## config.mk

```make
export PLATFORM = sky130hd
export DESIGN_NAME = icache_prefetcher
export DESIGN_NICKNAME = d
export VERILOG_FILES = /design/src/rtl/icache_prefetcher_pkg.sv /design/src/rtl/icache_prefetcher_tag_table.sv /design/src/rtl/icache_prefetcher.sv
export SDC_FILE = /design/constraint.sdc
export NUM_CORES = 1
export LEC_CHECK = 0
export ABC_CLOCK_PERIOD_IN_PS = 12400
export CORE_ASPECT_RATIO = 1.1
export CORE_UTILIZATION = 45
export DETAILED_ROUTE_END_ITERATION = 7
export PLACE_DENSITY_LB_ADDON = 0.15
export SETUP_SLACK_MARGIN = 0.15
export SLEW_MARGIN = 5
export SYNTH_ARGS = -nofsm -noshare
export SYNTH_HDL_FRONTEND = slang
export SYNTH_SLANG_ARGS = --single-unit
```

## constraint.sdc

```tcl
create_clock -name clock -period 12.4 [get_ports clock]
set_clock_uncertainty 0.2 [all_clocks]
set_input_delay 3.1 -clock clock [delete_from_list [all_inputs] [get_ports clock]]
set_output_delay 3.1 -clock clock [all_outputs]
set_load 0.1 [all_outputs]
```

## src/rtl/icache_prefetcher_pkg.sv

```systemverilog
// Shared bus command encoding plus prefetcher sizing and state encoding.
package icache_prefetcher_pkg;

  typedef enum logic [1:0] {
    BUS_NONE  = 2'h0,
    BUS_LOAD  = 2'h1,
    BUS_STORE = 2'h2
  } BUS_COMMAND;

  localparam int PREF_DEPTH      = 4;
  localparam int MAX_OUTSTANDING = 4;
  localparam int LINE_BYTES      = 8;

  typedef enum logic [1:0] {
    IDLE      = 2'h0,
    ISSUE     = 2'h1,
    WAIT_SLOT = 2'h2
  } PREF_STATE;

endpackage

```

## src/rtl/icache_prefetcher_tag_table.sv

```systemverilog
// Tracks in-flight prefetch memory tags (1..15) and the line address each one will fill.
// Lookup is combinational; a same-cycle free and allocate of one tag leaves it valid.
module pref_tag_table (
  input  logic        i_clock,
  input  logic        i_reset,
  input  logic        i_alloc_en,
  input  logic [3:0]  i_alloc_tag,
  input  logic [63:0] i_alloc_addr,
  input  logic [3:0]  i_lookup_tag,
  output logic        o_lookup_hit,
  output logic [63:0] o_lookup_addr,
  output logic [3:0]  o_count
);

  logic [15:0] r_valid;
  logic [63:0] r_addr [16];
  logic [3:0]  r_count;
  logic [15:0] w_next_valid;
  logic [3:0]  w_next_count;
  logic        w_hit;

  assign w_hit         = (i_lookup_tag != 4'd0) && r_valid[i_lookup_tag];
  assign o_lookup_hit  = w_hit;
  assign o_lookup_addr = w_hit ? r_addr[i_lookup_tag] : 64'd0;
  assign o_count       = r_count;

  // Free before allocate so a returning tag can be reissued by memory in the same cycle.
  always_comb begin
    w_next_valid = r_valid;
    if (w_hit) w_next_valid[i_lookup_tag] = 1'b0;
    if (i_alloc_en && (i_alloc_tag != 4'd0)) w_next_valid[i_alloc_tag] = 1'b1;
    w_next_valid[0] = 1'b0;
    w_next_count = 4'd0;
    for (int i = 1; i < 16; i++) begin
      w_next_count = w_next_count + 4'(w_next_valid[i]);
    end
  end

  always_ff @(posedge i_clock) begin
    if (!i_reset) begin
      r_valid <= 16'd0;
      r_count <= 4'd0;
    end else begin
      r_valid <= w_next_valid;
      r_count <= w_next_count;
    end
  end

  always_ff @(posedge i_clock) begin
    if (i_alloc_en && (i_alloc_tag != 4'd0)) r_addr[i_alloc_tag] <= i_alloc_addr;
  end

endmodule

```

## src/rtl/icache_prefetcher.sv

```systemverilog
// Next-line instruction prefetcher: streams sequential lines after a demand miss
// and tags returning memory data with its line address for fill.
module icache_prefetcher #(
  parameter int PREF_DEPTH      = icache_prefetcher_pkg::PREF_DEPTH,
  parameter int MAX_OUTSTANDING = icache_prefetcher_pkg::MAX_OUTSTANDING,
  parameter int LINE_BYTES      = icache_prefetcher_pkg::LINE_BYTES
) (
  input  logic                              clock,
  input  logic                              reset,
  input  logic [63:0]                       proc2Icache_addr,
  input  icache_prefetcher_pkg::BUS_COMMAND proc2Icache_command,
  input  logic                              cachemem_is_miss,
  input  logic                              cachemem_is_miss_pref,
  input  logic                              cachemem_is_full,
  input  logic [3:0]                        Imem2proc_response,
  input  logic [3:0]                        Imem2proc_tag,
  input  logic                              squash,
  output logic [63:0]                       pref2Icache_addr,
  output icache_prefetcher_pkg::BUS_COMMAND pref2Icache_command,
  output logic                              pref_fill_valid,
  output logic [63:0]                       pref_fill_addr,
  output logic [3:0]                        pref_outstanding,
  output logic                              pref_busy
);

  localparam logic [63:0] LINE_INC  = 64'(LINE_BYTES);
  localparam logic [63:0] LINE_MASK = ~(LINE_INC - 64'd1);
  localparam logic [3:0]  MAX_CNT   = 4'(MAX_OUTSTANDING);
  localparam logic [3:0]  DEPTH_CNT = 4'(PREF_DEPTH);

  icache_prefetcher_pkg::PREF_STATE  r_state, w_state_nxt;
  icache_prefetcher_pkg::BUS_COMMAND w_cmd;
  logic [63:0] r_next_addr, w_addr_nxt;
  logic [63:0] r_trig_line, w_trig_nxt;
  logic [3:0]  r_remaining, w_rem_nxt;
  logic [63:0] w_issue_addr;
  logic [63:0] w_dem_line, w_dem_next;
  logic        w_dem_miss, w_restart, w_accept;
  logic [3:0]  w_count;

  assign w_dem_line = proc2Icache_addr & LINE_MASK;
  assign w_dem_next = w_dem_line + LINE_INC;
  assign w_dem_miss = (proc2Icache_command == icache_prefetcher_pkg::BUS_LOAD) && cachemem_is_miss;
  // A repeat miss on the line that started the current stream must not restart it.
  assign w_restart  = w_dem_miss &&
                      ((r_state == icache_prefetcher_pkg::IDLE) || (w_dem_line != r_trig_line));

  always_comb begin
    w_state_nxt  = r_state;
    w_addr_nxt   = r_next_addr;
    w_trig_nxt   = r_trig_line;
    w_rem_nxt    = r_remaining;
    w_cmd        = icache_prefetcher_pkg::BUS_NONE;
    w_issue_addr = 64'd0;
    w_accept     = 1'b0;
    case (r_state)
      icache_prefetcher_pkg::ISSUE: begin
        if (w_count == MAX_CNT) begin
          w_state_nxt = icache_prefetcher_pkg::WAIT_SLOT;
        end else begin
          w_cmd        = icache_prefetcher_pkg::BUS_LOAD;
          w_issue_addr = r_next_addr;
          w_accept     = cachemem_is_miss_pref && !cachemem_is_full && (Imem2proc_response != 4'd0);
          if (!cachemem_is_miss_pref || w_accept) begin
            w_addr_nxt = r_next_addr + LINE_INC;
            w_rem_nxt  = r_remaining - 4'd1;
            if ((w_rem_nxt == 4'd0) || (w_addr_nxt == 64'd0)) w_state_nxt = icache_prefetcher_pkg::IDLE;
          end
        end
      end
      icache_prefetcher_pkg::WAIT_SLOT: begin
        if (w_count < MAX_CNT) w_state_nxt = icache_prefetcher_pkg::ISSUE;
      end
      default: ;
    endcase
    if (w_restart) begin
      w_trig_nxt  = w_dem_line;
      w_addr_nxt  = w_dem_next;
      w_rem_nxt   = DEPTH_CNT;
      w_state_nxt = (w_dem_next == 64'd0) ? icache_prefetcher_pkg::IDLE : icache_prefetcher_pkg::ISSUE;
    end
    if (squash) w_state_nxt = icache_prefetcher_pkg::IDLE;
  end

  always_ff @(posedge clock) begin
    if (!reset) begin
      r_state     <= icache_prefetcher_pkg::IDLE;
      r_next_addr <= 64'd0;
      r_trig_line <= 64'd0;
      r_remaining <= 4'd0;
    end else begin
      r_state     <= w_state_nxt;
      r_next_addr <= w_addr_nxt;
      r_trig_line <= w_trig_nxt;
      r_remaining <= w_rem_nxt;
    end
  end

  pref_tag_table u_tag_table (
    .i_clock       (clock),
    .i_reset       (reset),
    .i_alloc_en    (w_accept),
    .i_alloc_tag   (Imem2proc_response),
    .i_alloc_addr  (r_next_addr),
    .i_lookup_tag  (Imem2proc_tag),
    .o_lookup_hit  (pref_fill_valid),
    .o_lookup_addr (pref_fill_addr),
    .o_count       (w_count)
  );

  assign pref2Icache_addr    = w_issue_addr;
  assign pref2Icache_command = w_cmd;
  assign pref_outstanding    = w_count;
  assign pref_busy           = (r_state != icache_prefetcher_pkg::IDLE);

endmodule

```

=== After elaboration in Yosys (flattened, before gate mapping) ===
Memory sizes are Yosys's and may differ from the RTL's.
Cells that the tools add are included.

* Bits in registers: 151
* Bits in writable memories: 1024
* Output and inout port bits: 136
* Logic and storage cells: 105
* Memories: 1

* Add/subtract/negate cells: 17
* Order comparisons: 5
* Eq/ne operators: 9
* Multiplexer cells: 32
* Bitwise gates (word level): 5
* Reductions and logical operators: 28

{| class="wikitable"
|+ Memories
! name !! depth !! bits a word !! read ports !! clocked after Yosys merged registers in !! write ports !! RTL line !! RTL
|-
| u_tag_table.r_addr || 16 || 64 || 1 || 0 || 1 || icache_prefetcher_tag_table.sv:16 || <nowiki>logic [63:0] r_addr [16];</nowiki>
|}

{| class="wikitable"
|+ Operator list
! kind !! count
|-
| 64-bit two-way mux || 7
|-
| 64-bit by 4-bit adder with 64-bit output, second input constant || 2
|-
| 64-bit zero test || 2
|-
| 61-bit != test || 1
|-
| 4-bit by 1-bit adder with 4-bit output || 13
|-
| 16-bit two-way mux || 2
|-
| 16-bit AND || 1
|-
| 16-bit inverter || 1
|-
| 16-bit bitwise OR || 1
|-
| 3-bit two-way mux || 4
|-
| 4-bit by 5-bit < comparator with 1-bit output, second input constant || 2
|-
| 1-bit two-way mux || 10
|-
| 2-bit two-way mux || 5
|-
| 1-bit demux with 4-bit select || 2
|-
| 4-bit by 1-bit >= comparator with 1-bit output, second input constant || 2
|-
| 1-bit logical AND || 8
|-
| 4-bit != test, second input constant || 2
|-
| 4-bit nonzero test || 2
|-
| 3-bit AND reduction || 2
|-
| 2-bit nonzero test || 3
|-
| 1-bit binary-select mux with 4-bit select || 1
|-
| 2-bit by 1-bit == test with 1-bit output, second input constant || 2
|-
| 4-bit by 3-bit == test with 1-bit output, second input constant || 1
|-
| 4-bit zero test || 1
|-
| 14 further kinds || 19
|}

=== Depth between registers and ports, before layout ===
* Word-level depth: 23
* Mapped depth: 20

=== Hierarchy ===
From an unflattened synthesis, not the netlist that was laid out.

* Cells, all modules: 3301
* Area, all modules: 51174.1 µm²

{| class="wikitable"
|+ By module, submodules not included
! module !! times used !! cells each !! area each (µm²)
|-
| pref_tag_table || 1 || 1780 || 40237.3
|-
| icache_prefetcher || 1 || 1521 || 10936.7
|}

=== Least setup slack after synthesis ===
No wires, ideal clock.

* Kind: input to register
* From: input port cachemem_is_miss_pref
* To: register u_tag_table.r_count[2] (netlist: u_tag_table.o_count[2])
* Setup time: 128 ps
* Data arrival time: 11197 ps
* Path slack: 876 ps
* Stages: 15
* Path through: nor2b_1 > nand4_1 > nor3_1 > a21oi_1 > fa_1 > inv_1 > fa_1 > inv_1 > fa_1 > inv_1 > fa_1 > ha_1 > fa_1 > xnor2_1 > nor2_1

* Cells in the longest elaborated chain, start to end: 20

{| class="wikitable"
|+ Ends and longest elaborated chain
! what !! RTL line !! RTL
|-
| from (decl) || icache_prefetcher.sv:13 || <nowiki>input logic cachemem_is_miss_pref,</nowiki>
|-
| 1-bit logical AND (*) (2 in a row) || icache_prefetcher.sv:63 || <nowiki>w_accept = cachemem_is_miss_pref && !cachemem_is_full && (Imem2proc_response != 4'd0);</nowiki>
|-
| 1-bit two-way mux (*) || icache_prefetcher.sv:58 || <nowiki>if (w_count == MAX_CNT) begin</nowiki>
|-
| 1-bit two-way mux (*) || icache_prefetcher.sv:56 || <nowiki>case (r_state)</nowiki>
|-
| 1-bit logical AND (*) || icache_prefetcher_tag_table.sv:31 || <nowiki>if (i_alloc_en && (i_alloc_tag != 4'd0)) w_next_valid[i_alloc_tag] = 1'b1;</nowiki>
|-
| 16-bit two-way mux (*) || icache_prefetcher_tag_table.sv:31 ||
|-
| 1-bit by 1-bit adder with 2-bit output || icache_prefetcher_tag_table.sv:35 || <nowiki>w_next_count = w_next_count + 4'(w_next_valid[i]);</nowiki>
|-
| 4-bit by 1-bit adder with 4-bit output (12 in a row) || icache_prefetcher_tag_table.sv:35 ||
|-
| 4-bit by 1-bit adder with 4-bit output (*) || icache_prefetcher_tag_table.sv:35 ||
|-
| to (signal assigned) || icache_prefetcher_tag_table.sv:45 || <nowiki>r_count <= w_next_count;</nowiki>
|-
| to (decl) || icache_prefetcher_tag_table.sv:17 || <nowiki>logic [3:0] r_count;</nowiki>
|}

Mark *: on every way between the ends. The rest lies on a longest branch, timed or not.
A chain may end at the register's enable or synchronous reset.

=== Worst setup path after layout ===
* From: input port Imem2proc_tag[1]
* To: output port pref_fill_addr[27]

* Cells in the longest elaborated chain, start to end: 4

{| class="wikitable"
|+ Ends and longest elaborated chain
! what !! RTL line !! RTL
|-
| from (decl) || icache_prefetcher.sv:16 || <nowiki>input logic [3:0] Imem2proc_tag,</nowiki>
|-
| 1-bit binary-select mux with 4-bit select || icache_prefetcher_tag_table.sv:22 || <nowiki>assign w_hit = (i_lookup_tag != 4'd0) && r_valid[i_lookup_tag];</nowiki>
|-
| 1-bit two-way mux (implied by the code) || icache_prefetcher_tag_table.sv:22 ||
|-
| 1-bit logical AND || icache_prefetcher_tag_table.sv:22 ||
|-
| 64-bit two-way mux (*) || icache_prefetcher_tag_table.sv:24 || <nowiki>assign o_lookup_addr = w_hit ? r_addr[i_lookup_tag] : 64'd0;</nowiki>
|-
| to (decl) || icache_prefetcher.sv:21 || <nowiki>output logic [63:0] pref_fill_addr,</nowiki>
|}

Mark *: on every way between the ends. The rest lies on a longest branch, timed or not. The select of a mux whose other input is x is not followed.

==> results_dict.tcl <==
set metrics [dict create \
    vias 27576 \
    ys_seq_elements 1123 \
    setup_viol 0 \
    viasPerCell 5.90 \
    cts.clk_slew.worst_paths_ns 0.06 \
    m1WireLength_um 54200 \
    wl_met2_um 61700 \
    nets 3291 \
    cts_root_buffer "clkbuf_16" \
    cts_tree "built" \
    initial_utilization_pct 45.6 \
    post_cts_resized 0 \
    syn-instance-count 2939 \
    end_kind "output port" \
    layout-drive-gt1-share_pct 18.4 \
    synth_commonest_cells "edfxtp_1 (976), mux4_2 (308), nor2_1 (159), dfxtp_1 (147), clkbuf_1 (141)" \
    peakVddDrop_mv 0.125 \
    cp_max_fo 72 \
    io_buffers 205 \
    fmaxAchievable_mhz 100 \
    rr_startpoint "r_state[1]" \
    route.met3.wl_um 8080 \
    yosys_warnings 0 \
    avgSynthCellArea_um2 16.5 \
    clock_sinks 1123 \
    grt_pass1_vias 27960 \
    required_ns 9.10 \
    die_h_um 346 \
    ant_nets 0 \
    cp-start-kind "input pin" \
    routed.top_layer "met4" \
    rr_endpoint "u_tag_table.o_count[2]" \
    min_path_cells 2 \
    yosysTopAreaCell "edfxtp_1" \
    insertion_delay_ns 0.71 \
    wire_per_inst_um 27.2 \
    cts_buffers 110 \
    place_hpwl_um 76200 \
    synth_edf_count 976 \
    cts.htree.levels 3 \
    place_ws_ns 2.39 \
    min_period_ns 9.96 \
    path_class "input pin to output port" \
    cts_setup_buffers 0 \
    relSlewSlack_pct 20.4 \
    die_w_um 315 \
    ios 216 \
    antenna_found_initial 3 \
    tns_ns 0 \
    detail_route.iter0.violations 2699 \
    setup_ws_ns 2.44 \
    crit_arrival_ns 6.66 \
    ys_top_cells_by_area "edfxtp_1 (61%), mux4_2 (14%), dfxtp_1 (6.1%), xnor2_1 (2.4%), and2_1 (1.3%)" \
    row_count 125 \
    power-per-cell-area_mw_per_mm2 146 \
    area_growth_pct 16.2 \
    min_path_type "flip-flop to flip-flop" \
    grt_overflow_total 0 \
    hold_viol_final 0 \
    gp_congestion 0.936 \
    slew_viol_final 0 \
    maxCapViolCount 0 \
    dieArea_mm2 0.109 \
    tightest_slew_ns 1.19 \
    synth.distinct_cells 76 \
    r2r_slack_ns 5.82 \
    dp.cells 4476 \
    grt_max_degree 97 \
    first_pass_iters 5 \
    async_reset_ff_share_pct 0 \
    min_from "r_state[1]" \
    synth.top_cell.area_share_pct 60.6 \
    hold_end "r_state[1]" \
    postCtsHoldBufs 0 \
    track_usage_pct 23.4 \
    leakage_uw 0.0195 \
    fin_util_pct 53.0 \
    grt_pass1_wl_um 187000 \
    drc 0 \
    ys.flop_type "edfxtp_1" \
    ys_seq_area_share_pct 66.7 \
    syn_area_mm2 0.0484 \
    status "finished clean" \
    core_area_mm2 0.106 \
    routed_wl_um 127000 \
    rsz0062_at_grt "false" \
    yosysMostFrequentCell "edfxtp_1" \
    worst_r2r_path_depth 18 \
    layoutNonFillerInstCount 4674 \
    finalCritPeriodShare_pct 80.3 \
    cts_max_path_buffers 3 \
]
[placed cells by master, fill, tap and decap left out, types with 10 or more instances in the layout]
| cell type | synthesis | routed |
|---|---|---|
| clkdlybuf4s50_1 | 0 | 200 |
| inv_1 | 47 | 46 |
| mux2i_1 | 50 | 50 |
| bufinv_16 | 0 | 21 |
| xnor2_1 | 132 | 132 |
| o31ai_1 | 10 | 10 |
| and3_1 | 18 | 18 |
| xor2_1 | 63 | 63 |
| and2_1 | 98 | 98 |
| nand4_1 | 77 | 77 |
| edfxtp_1 | 976 | 976 |
| nand3_1 | 69 | 69 |
| mux4_2 | 308 | 308 |
| or4_1 | 13 | 13 |
| buf_4 | 8 | 80 |
| nand2_1 | 122 | 122 |
| nor2_4 | 0 | 13 |
| nor4_1 | 40 | 39 |
| dfxtp_1 | 147 | 147 |
| o21ai_0 | 47 | 47 |
| clkbuf_1 | 141 | 12 |
| clkinv_1 | 0 | 14 |
| clkinv_2 | 0 | 13 |
| ha_1 | 11 | 11 |
| a21oi_1 | 28 | 28 |
| clkbuf_16 | 0 | 111 |
| and4_1 | 18 | 18 |
| nor2_1 | 159 | 146 |
| nor2b_1 | 79 | 79 |
| o211a_1 | 33 | 33 |
| nor3_1 | 47 | 44 |
| conb_1 | 1 | 68 |
[power by group]
group	total, µW	internal (µW)	switching, µW
sequential	4170	4120	44.6
clock	3540	2090	1450
combinational	512	202	310
total	8220	6420	1800
[worst max-delay path, cell delays in order]
cell and delay (ns):
buf_8 0.39, buf_4 0.90, mux4_2 0.43, mux4_2 0.50, nor2b_1 0.19, clkdlybuf4s50_1 1.01
[flip-flops by register name (all words and copies together), names as in the netlist]
signal               count
u_tag_table.r_addr     976
u_tag_table.r_valid     15
r_next_addr             61
r_remaining              4
u_tag_table.o_count      4
r_trig_line             61
r_state                  2
[stage by stage]
step | total power [µW] | hold slack (ns) | area, µm²
floorplan | 4590 | 0.254 | 48600
global placement | 4750 | 0.267 | 52400
detailed placement | 4760 | 0.283 | 52400
CTS | 8280 | 0.291 | 56200
global route | 8450 | 0.310 | 56200
finish | 8220 | 0.293 | 56200
[kinds of logic (layout without fill, tap and decap cells)]
logic type | count (synthesis) | after routing | synth area share [%]
fa+ha+maj | 20 | 20 | 0.657
buf+inv | 260 | 529 | 2.14
xor+xnor | 195 | 195 | 3.53
simple gates | 782 | 782 | 8.64
mux | 360 | 360 | 15.4
other cells | 1 | 70 | 0.00775
flops | 1123 | 1123 | 66.7
compound gates | 198 | 198 | 2.96
[metal layers]
| layer | up-vias | GRT usage [%] |
|---|---|---|
| li1 | 11951 | - |
| met1 | 14369 | 33.3 |
| met2 | 1070 | 37.7 |
| met3 | 186 | 3.06 |
| met4 | 0 | 6.77 |
| met5 | - | 0 |
[layout make-up]
class / instances / area (µm²)
clock buffer: 124 / 2840
inverter: 47 / 176
timing repair buffer: 286 / 2700
fill: 8590 / 49800
sequential: 1123 / 32300
tap: 1397 / 1750
antenna: 2 / 5.00
clock inverter: 72 / 998
multi-input combinational: 1623 / 15500
[worst max path at each step]
stage	from	end	slack (ns)	depth (start not counted)
3_3_place_gp	Imem2proc_tag[0]	pref_fill_addr[27]	2.40	6
5_1_grt	Imem2proc_tag[0]	pref_fill_addr[27]	2.26	6
2_1_floorplan	cachemem_is_miss_pref	u_tag_table.o_count[2]	0.88	15
6_report	Imem2proc_tag[1]	pref_fill_addr[27]	2.44	6
4_1_cts	Imem2proc_tag[0]	pref_fill_addr[27]	2.39	6
3_5_place_dp	Imem2proc_tag[0]	pref_fill_addr[27]	2.39	6
Power figures use the tool's default switching activity.
